`config.mk`:
```
export PLATFORM = sky130hd
export DESIGN_NAME = bcd_timer_core
export DESIGN_NICKNAME = d
export VERILOG_FILES = /design/src/rtl/bcd_timer_core.sv
export SDC_FILE = /design/constraint.sdc
export NUM_CORES = 1
export LEC_CHECK = 0
export ABC_AREA = 1
export BUFFER_PORTS_ARGS = -buffer_cell sky130_fd_sc_hd__buf_4
export CAP_MARGIN = 20
export CORE_UTILIZATION = 55
export CTS_BUF_LIST = sky130_fd_sc_hd__clkbuf_4 sky130_fd_sc_hd__clkbuf_8
export DETAILED_ROUTE_END_ITERATION = 10
export GPL_ROUTABILITY_DRIVEN = 0
export GPL_TIMING_DRIVEN = 1
export PLACE_DENSITY = 0.77
export SYNTH_ARGS = -nofsm -noshare
export SYNTH_HDL_FRONTEND = slang
export SYNTH_SLANG_ARGS = --single-unit
export TNS_END_PERCENT = 10
```
`constraint.sdc`:
```
create_clock -name clk_c -period 4 [get_ports clk_c]
set_input_delay 0.8 -clock clk_c [delete_from_list [all_inputs] [get_ports clk_c]]
set_output_delay 0.8 -clock clk_c [all_outputs]
set_load 0.01 [all_outputs]
```
`src/rtl/bcd_timer_core.sv`:
```
// BCD up/down timer with run/pause/adjust control, MM:SS or HH:MM:SS.
// Optional lap capture register enabled by BCD_TIMER_LAP_EN.
module bcd_timer_core #(
    parameter int NUM_FIELDS = 2,
    parameter int TOP_MOD    = 60,
    parameter int SEL_W      = 3
) (
    input  logic                    clk_c,
    input  logic                    reset_c,
    input  logic                    tick_c,
    input  logic                    pause_c,
    input  logic                    ADJ,
    input  logic [SEL_W-1:0]        SEL,
    input  logic [3:0]              NUM,
    input  logic                    load_c,
    input  logic                    dir,
    output logic [8*NUM_FIELDS-1:0] digits_o,
    output logic                    running_o,
    output logic                    wrap_o,
    output logic                    done_o
`ifdef BCD_TIMER_LAP_EN
    ,
    input  logic                    lap_c,
    output logic [8*NUM_FIELDS-1:0] lap_o
`endif
);

    localparam int ND = 2 * NUM_FIELDS;
    localparam int W  = 4 * ND;
    localparam int TF = NUM_FIELDS - 1;
    localparam logic [3:0] TOP_T = 4'((TOP_MOD - 1) / 10);
    localparam logic [3:0] TOP_O = 4'((TOP_MOD - 1) % 10);

    typedef enum logic [1:0] {S_RUN, S_PAUSED, S_ADJUST} state_t;

    state_t state_q, state_d, saved_q, saved_d;
    logic [ND-1:0][3:0] dig_q, dig_d;
    logic [ND-1:0][3:0] inc_v, dec_v, ld_v;
    logic running_q, wrap_q, wrap_d, done_q, done_d;
    logic carry, borrow, roll;
    logic is_zero, is_one;
    logic [7:0] top_val;

    assign is_zero = (dig_q == '0);
    assign is_one  = (dig_q == W'(1));

    always_comb begin
        inc_v = dig_q;
        carry = 1'b1;
        for (int f = 0; f < NUM_FIELDS; f++) begin
            if (carry) begin
                if (f == TF) begin
                    if (dig_q[2*f+1] == TOP_T && dig_q[2*f] == TOP_O) begin
                        inc_v[2*f]   = 4'd0;
                        inc_v[2*f+1] = 4'd0;
                    end else if (dig_q[2*f] == 4'd9) begin
                        inc_v[2*f]   = 4'd0;
                        inc_v[2*f+1] = dig_q[2*f+1] + 4'd1;
                        carry        = 1'b0;
                    end else begin
                        inc_v[2*f] = dig_q[2*f] + 4'd1;
                        carry      = 1'b0;
                    end
                end else if (dig_q[2*f] != 4'd9) begin
                    inc_v[2*f] = dig_q[2*f] + 4'd1;
                    carry      = 1'b0;
                end else begin
                    inc_v[2*f] = 4'd0;
                    if (dig_q[2*f+1] == 4'd5) begin
                        inc_v[2*f+1] = 4'd0;
                    end else begin
                        inc_v[2*f+1] = dig_q[2*f+1] + 4'd1;
                        carry        = 1'b0;
                    end
                end
            end
        end
        roll = carry;
    end

    // Borrow out of the top field is unreachable: all-zero is held.
    always_comb begin
        dec_v  = dig_q;
        borrow = 1'b1;
        for (int f = 0; f < NUM_FIELDS; f++) begin
            if (borrow) begin
                if (dig_q[2*f] != 4'd0) begin
                    dec_v[2*f] = dig_q[2*f] - 4'd1;
                    borrow     = 1'b0;
                end else begin
                    dec_v[2*f] = 4'd9;
                    if (dig_q[2*f+1] != 4'd0) begin
                        dec_v[2*f+1] = dig_q[2*f+1] - 4'd1;
                        borrow       = 1'b0;
                    end else begin
                        dec_v[2*f+1] = (f == TF) ? 4'd9 : 4'd5;
                    end
                end
            end
        end
    end

    always_comb begin
        ld_v = dig_q;
        for (int f = 0; f < NUM_FIELDS; f++) begin
            if (int'(SEL) == 2*f) begin
                ld_v[2*f] = (NUM > 4'd9) ? 4'd9 : NUM;
            end
            if (int'(SEL) == 2*f+1) begin
                if (f == TF) ld_v[2*f+1] = NUM;
                else ld_v[2*f+1] = (NUM > 4'd5) ? 4'd5 : NUM;
            end
        end
        top_val = {4'd0, ld_v[2*TF+1]} * 8'd10 + {4'd0, ld_v[2*TF]};
        if (top_val >= 8'(TOP_MOD)) begin
            ld_v[2*TF+1] = TOP_T;
            ld_v[2*TF]   = TOP_O;
        end
    end

    always_comb begin
        state_d = state_q;
        saved_d = saved_q;
        dig_d   = dig_q;
        wrap_d  = 1'b0;
        done_d  = 1'b0;
        case (state_q)
            S_RUN: begin
                if (tick_c) begin
                    if (!dir) begin
                        dig_d  = inc_v;
                        wrap_d = roll;
                    end else if (is_zero) begin
                        state_d = S_PAUSED;
                    end else begin
                        dig_d = dec_v;
                        if (is_one) begin
                            done_d  = 1'b1;
                            state_d = S_PAUSED;
                        end
                    end
                end
                if (pause_c) state_d = S_PAUSED;
                if (ADJ) begin
                    saved_d = state_d;
                    state_d = S_ADJUST;
                end
            end
            S_PAUSED: begin
                if (ADJ) begin
                    saved_d = S_PAUSED;
                    state_d = S_ADJUST;
                end else if (pause_c) begin
                    state_d = S_RUN;
                end
            end
            S_ADJUST: begin
                if (load_c) dig_d = ld_v;
                if (!ADJ) state_d = saved_q;
            end
            default: state_d = S_RUN;
        endcase
    end

    always_ff @(posedge clk_c or negedge reset_c) begin
        if (!reset_c) begin
            state_q   <= S_RUN;
            saved_q   <= S_RUN;
            dig_q     <= '0;
            running_q <= 1'b1;
            wrap_q    <= 1'b0;
            done_q    <= 1'b0;
        end else begin
            state_q   <= state_d;
            saved_q   <= saved_d;
            dig_q     <= dig_d;
            running_q <= (state_d == S_RUN);
            wrap_q    <= wrap_d;
            done_q    <= done_d;
        end
    end

    assign digits_o  = dig_q;
    assign running_o = running_q;
    assign wrap_o    = wrap_q;
    assign done_o    = done_q;

`ifdef BCD_TIMER_LAP_EN
    logic [8*NUM_FIELDS-1:0] lap_q;

    always_ff @(posedge clk_c or negedge reset_c) begin
        if (!reset_c) begin
            lap_q <= '0;
        end else if (lap_c && state_q != S_ADJUST) begin
            lap_q <= dig_q;
        end
    end

    assign lap_o = lap_q;
`endif

endmodule

```
==> metrics, run 1 <==
run status complete, no violations; Layout Nets ~430; Worst path max stage delay 0.52 ns; Max Slew Vio Count 0; synthesized instance count 376; Detailed Route WL roughly 5900 µm; peak supply drop 405 µV; Ports 33; post-CTS sizing 0; post-CTS setup buffers 0; Cell Area, Synth 2390 µm²; Sw Share 0.554; Adder-Cell Fraction of Synth Area 0.0554; Avg Inst Size Synth 6.37 µm²; vias in the first global route roughly 2200; Hold WS 0.408 ns; cell area after layout 2720 µm²; Die ar. 4620 µm²; Max-Cap Viols 0; Synth Area in XOR/XNOR 0.0293; setup TNS 0 ns; WP data arrival 3.53 ns; die height 68.0 µm; combinational family with the most area after synthesis simple AND/OR/NAND/NOR gates; width of the die about 68 µm; Post-Synth Simple-Gate Area 0.409; Cell Int Power ~0.0010 W; clock tree buffer depth 2; hold_buf cts 0; P&R area growth vs syn 13.6%; Required @ worst endpoint 4.17 ns; yosys warns 0; number of port buffers 32; H-tree Lvls 1; Post-Layout Cell Count around 460; crit path max-delay cell type fa_1; gr usage total 0.279; RSZ-0062 raised after global routing false; Worst-path clk slew 0.09 ns; PD cells 850 nW/µm²; DP Cell Count 453; Placement Setup Slack 0.452 ns; CTS root buffer clkbuf_8; sequential fraction of design power 0.213; clk_skew 0.00242 ns; largest net degree at the start of global routing 24; via count 2485; hpwl dp 4680 µm; combinational share of power 0.719; Seq/Total Area, Yosys 0.241; DRC violations left 0; Critical Path Most Common Cell nand3_1; critical path's top delay family simple AND/OR/NAND/NOR gates; number of distinct library cells after synthesis 38; Mapped Nets 400; Via density 5.44; worst-path maximum fanout 8; shortest period the worst path allows 3.36 ns; core box area between 4000 and 5000 µm²; sinks on the clock net 23; Clk pwr share 0.068; dpl cell area 2670 µm²; crit start category input port; drt pass-1 iters 5; Slew @ Worst Pin slightly above 0.6 ns; CP Capture Type flip-flop; period utilisation layout 0.840; slew margin rel. 0.586; post-synthesis mux area share 0; DR iter-0 viols 210; routed wire length per instance about 13 µm; NetSw 0.00128 W; starting density of the core 0.586; GRT overflow 0; CTS buffer count 3; critical path class in2reg; Pleak 1.40 nW; worst path cell trace buf_4 -> inv_2 -> nand3_2 -> o21ai_0 -> ha_1 -> ha_1 -> inv_1 -> fa_1 -> nor2_1 -> nand3_1 -> nand3_1 -> nand2_2 -> nor2_8 -> nand3_1 -> nand2_1 -> nand2_1; CTS tree done; Final WS setup around 0.64 ns; initial antenna violation count 0; Fillers 386; Hold Path Class in2async; register bit total from synthesis 23; Final ANT Viol Nets 0; antenna cell count 0; complex-gate fraction of the synthesized area 0.162; layout cells sized above 1 0.177; Peak Freq between 200 and 300 MHz; Final setup violation count 0; global-route wire length before repair 9740 µm; final hold violations 0; Worst Path Buf+Inv 3; Worst-Skew Late Latency 0.27 ns; Rows 23
==> final timing paths <==
path                                endpoint  cells past startpoint    startpoint  slack (ns)
worst max-delay path            digits_o[11]                     16        SEL[2]        0.64
min in group clk_c                saved_q[1]                      2    saved_q[1]        0.49
max in group asynchronous          running_o                      1       reset_c        3.31
worst min register to register    saved_q[1]                      2    saved_q[1]        0.49
worst max register to register  digits_o[11]                     14  digits_o[14]        1.13
worst min-delay path             digits_o[1]                      1       reset_c        0.41
==> cell usage after synthesis <==
library cell / n / area, µm²
nand2_1: 85 / 319
or2_2: 1 / 6.26
fa_1: 1 / 20.0
clkinv_1: 1 / 3.75
nand2_2: 8 / 50.1
inv_2: 2 / 7.51
buf_2: 2 / 10.0
a21oi_1: 21 / 105
nand2_4: 2 / 22.5
o21ai_0: 24 / 120
o2111ai_2: 1 / 15.0
a211oi_1: 1 / 7.51
o21a_1: 1 / 7.51
nor3_2: 2 / 20.0
nor2_2: 4 / 25.0
dfrtp_1: 22 / 551
nor3_1: 6 / 30.0
xor2_1: 8 / 70.1
nand3_1: 34 / 170
nor2_4: 3 / 33.8
nor2_8: 1 / 20.0
or2_1: 1 / 6.26
clkbuf_1: 2 / 7.51
dfstp_2: 1 / 26.3
o211ai_1: 5 / 37.5
o22ai_1: 1 / 6.26
o32ai_1: 1 / 8.76
o221ai_1: 1 / 8.76
nand3_2: 7 / 70.1
nor2_1: 48 / 180
inv_1: 56 / 210
a21oi_2: 4 / 35.0
a31oi_1: 3 / 18.8
dlygate4sd1_1: 1 / 8.76
nor4_1: 1 / 6.26
nand4_1: 3 / 18.8
ha_1: 9 / 113
a221oi_1: 2 / 17.5
==> cell type report <==
| class | count | area (µm²) | area share |
|---|---|---|---|
| tap | 50 | 62.6 | 0.0230 |
| clock buffer | 3 | 41.3 | 0.0152 |
| inverter | 59 | 221 | 0.0815 |
| sequential | 23 | 577 | 0.212 |
| timing repair buffer | 32 | 240 | 0.0884 |
| clock inverter | 1 | 7.51 | 0.00276 |
| multi-input combinational | 289 | 1570 | 0.577 |
==> layout by cell type, fill, tap and decap left out, drive strengths merged, types with 9 or more instances in the layout <==
| master | n |
|---|---|
| ha | 9 |
| a21oi | 25 |
| o21ai | 24 |
| nor2 | 56 |
| dfrtp | 22 |
| nand2 | 95 |
| nand3 | 41 |
| buf | 32 |
| inv | 58 |
==> sequential cells by signal, indices dropped and copies added, names as in the netlist <==
| signal | flops |
|---|---|
| digits_o | 16 |
| saved_q | 2 |
| state_q | 2 |
| done_o | 1 |
| running_o | 1 |
| wrap_o | 1 |
==> power by group through the flow <==
stage	registers [W]	logic (W)	clock network, W
3_3_place_gp	0.000497	0.00163	0
3_5_place_dp	0.000497	0.00165	0
2_1_floorplan	0.000494	0.00124	0
6_report	0.000493	0.00166	0.000156
5_1_grt	0.000515	0.00188	0.000174
4_1_cts	0.000494	0.00166	0.000160
==> kinds of logic after synthesis <==
kind of cell             count (synthesis)
AND/OR/NAND/NOR                        206
XOR/XNOR                                 8
flip-flops                              23
AO/OA/AOI/OAI                           65
adder cells (fa/ha/maj)                 10
buffers and inverters                   64
==> through the flow <==
step | power (W) | utilization
after floorplan | 0.00173 | -
after global placement | 0.00212 | 0.653
after detailed placement | 0.00214 | 0.653
after CTS | 0.00231 | 0.665
after global routing | 0.00257 | 0.665
final | 0.00231 | 0.665
==> routing by layer <==
metal | wire length (µm) | track usage | vias up
li1 | - | - | 1283
met1 | 2860 | 0.392 | 1133
met2 | 2770 | 0.451 | 65
met3 | 254 | 0.0333 | 4
met4 | 34 | 0.0651 | 0
met5 | 0 | 0 | -
==> worst reg2reg max path, stage by stage (launching register included) <==
cell and delay [ns]:
dfrtp_1 0.50, nand2_1 0.11, o21ai_0 0.21, ha_1 0.29
ha_1 0.20, inv_1 0.07, fa_1 0.48, nor2_1 0.20
nand3_1 0.15, nand3_1 0.11, nand2_2 0.09, nor2_8 0.14
nand3_1 0.10, nand2_1 0.07, nand2_1 0.05
Note: power is estimated with default switching activity, not from simulation.
==> inputs of run 2 (changes only) <==
--- a/config.mk
+++ b/config.mk
@@ -8,12 +8,12 @@
 export ABC_AREA = 1
 export BUFFER_PORTS_ARGS = -buffer_cell sky130_fd_sc_hd__buf_4
 export CAP_MARGIN = 20
-export CORE_UTILIZATION = 55
+export CORE_UTILIZATION = 54
 export CTS_BUF_LIST = sky130_fd_sc_hd__clkbuf_4 sky130_fd_sc_hd__clkbuf_8
 export DETAILED_ROUTE_END_ITERATION = 10
 export GPL_ROUTABILITY_DRIVEN = 0
 export GPL_TIMING_DRIVEN = 1
-export PLACE_DENSITY = 0.77
+export PLACE_DENSITY = 0.79
 export SYNTH_ARGS = -nofsm -noshare
 export SYNTH_HDL_FRONTEND = slang
 export SYNTH_SLANG_ARGS = --single-unit
==> constraint.sdc (replaced) <==
create_clock -name clk_c -period 2.8 [get_ports clk_c]
set_input_delay 0.56 -clock clk_c [delete_from_list [all_inputs] [get_ports clk_c]]
set_output_delay 0.56 -clock clk_c [all_outputs]
set_load 0.01 [all_outputs]
==> run 2 against run 1 <==
Compared with the run above:
- the flow now finishes with violations (DRC)
- combinational power rose by 68%
- global-route usage is 2.6 points higher
- non-clock buffer count increased by 30
- final cell count increased by 6.6%
- routed wire length rose by 16%
- critical endpoint is now digits_o[12]
- total power grew 59%
- critical path type unchanged
- setup slack lost 0.60 ns
- highest routed layer unchanged
- largest cell class unchanged
- worst hold slack got worse by 0.24 ns
- register-to-register slack lost 1.0 ns
- largest power group unchanged
==> metrics, run 2 (same netlist as run 1, synthesis figures left out) <==
Ports 33 (unchanged); hpwl dp 5090 µm (+8.9%); via count 2715 (+9.3%); starting density of the core 0.582 (-0.00410); largest net degree at the start of global routing 24 (unchanged); Die ar. 4700 µm² (+1.8%); clock tree buffer depth 2 (unchanged); Worst-path clk slew 0.09 ns (about the same); Rows 23 (unchanged); Worst Path Buf+Inv 3 (unchanged); final hold violations 0 (unchanged); WP data arrival 2.92 ns (-0.61 ns); Max-Cap Viols 0 (unchanged); clk_skew 0.00284 ns (+0.000422 ns); Via density 5.57 (+2.5%); Layout Nets 462 (+6.9%); most frequent cells in the layout nand2_1 (79), buf_4 (58), inv_1 (54); CTS tree done; Worst path max stage delay 0.65 ns (+0.13 ns); dpl cell area 2870 µm² (+7.6%); number of port buffers 32 (unchanged); most common cell after layout, fill and taps aside nand2_1; Slew @ Worst Pin 0.525 ns (-0.0957 ns); P&R area growth vs syn 27.4%; CTS buffer count 3 (unchanged); Max Slew Vio Count 0 (unchanged); critical path class in2reg; crit start category input port; Worst-Skew Late Latency 0.27 ns (about the same); sinks on the clock net 23 (unchanged); Largest register FFs 16 (unchanged); global-route wire length before repair 10700 µm (+9.9%); Required @ worst endpoint 2.96 ns (-1.21 ns); routed wire length per instance 14.1 µm (+8.7%); DR iter-0 viols 322 (+53%); multi-input logic area 1650 µm² (+4.9%); vias in the first global route 2465 (+14%); DRC violations left 1 (+1); Pleak 1.57 nW (+12%); Critical Path Most Common Cell nand2_1; layout cells sized above 1 0.270 (+0.0931); die height 68.6 µm (+0.89%); crit path max-delay cell type fa_2; worst-path maximum fanout 8 (unchanged); RSZ-0062 raised after global routing true; critical path's top delay family simple AND/OR/NAND/NOR gates; run status complete, but fails checks; shortest period the worst path allows 2.76 ns; PD cells 1210 nW/µm² (+42%); worst path cell trace buf_8 -> nand2_4 -> nor2_4 -> buf_6 -> nand2_2 -> nand2_2 -> nor2_2 -> nor2_1 -> ha_2 -> inv_2 -> fa_2 -> nor2_4 -> nand3_2 -> nand2_1 -> nand2_1 -> nand2_2 -> nor2_8 -> nand3_1 -> nand2_1 -> nand2_1; Final setup violation count 0 (unchanged); Fillers 343 (-11%); failing checks DRC; H-tree Lvls 1 (unchanged); CTS root buffer clkbuf_8; peak supply drop 615 µV (+52%); width of the die 68.6 µm (+0.89%); Peak Freq 363 MHz; Hold Path Class in2async; period utilisation layout 0.985; initial antenna violation count 0 (unchanged); GRT overflow 0 (unchanged); Detailed Route WL 6860 µm (+16%); register area 577 µm² (unchanged); Post-Route Utilization 0.741 (+0.0759); CP Capture Type flip-flop; drt pass-1 iters 8 (+3); gr usage total 0.305 (+0.0259); Final ANT Viol Nets 0 (unchanged); cell area after layout 3050 µm² (+12%); antenna cell count 0 (unchanged); core box area 4120 µm² (+0.70%); slew margin rel. 0.650 (+0.0638)
-- run 2: changes by cell type in the layout (fill, tap and decap cells not counted), sizes merged --
cell and change:
clkinv +1, buf +30, clkinvlp -1
-- run 2: layout make-up --
type                    count  share of cell area
repair buffers             62               0.161
well taps                  50              0.0205
inverters                  59              0.0742
clock buffers               3              0.0135
clock inverters             1             0.00164
multi-input cells         289               0.540
flip-flops and latches     23               0.189
-- run 2: layer usage --
layer | up-vias | track usage | wire length (µm)
met4 | 0 | 0.0651 | 97
met3 | 12 | 0.0510 | 516
met1 | 1237 | 0.418 | 2970
met2 | 122 | 0.500 | 3270
met5 | - | 0 | 0
li1 | 1344 | - | -
-- run 2: worst paths after layout --
path,startpoint,endpoint,depth (start not counted),slack (ns)
min in group clk_c,saved_q[1],saved_q[1],2,0.48
min,reset_c,digits_o[6],1,0.17
max reg2reg,digits_o[13],digits_o[12],17,0.11
max,SEL[0],digits_o[12],20,0.04
min reg2reg,saved_q[1],saved_q[1],2,0.48
max in group asynchronous,reset_c,running_o,1,2.34
-- run 2: through the flow --
step | hold WS (ns) | total power [W] | std cells | setup TNS [ns] | setup slack [ns]
after global placement | 0.455 | 0.00320 | 480 | -0.947 | -0.125
final | 0.168 | 0.00368 | 487 | 0 | 0.0421
after floorplan | 0.264 | 0.00248 | 376 | 0 | 0.00173
after detailed placement | 0.465 | 0.00326 | 480 | -1.66 | -0.235
after CTS | 0.180 | 0.00349 | 484 | 0 | 0.0617
after global routing | 0.188 | 0.00404 | 487 | -0.329 | -0.104
-- run 2: what timing repair did --
item,in CTS,in global routing
setup endpoints to repair,0,8
hold buffers,0,0
setup buffers,0,3
resized for setup,0,33
-- run 2: where the power goes --
part | leakage (nW) | total, W | internal [W] | switching, W
Combinational | 1.26 | 0.00279 | 0.00109 | 0.00170
Clock | 0.0255 | 0.000218 | 0.0000997 | 0.000118
Sequential | 0.283 | 0.000671 | 0.000487 | 0.000184
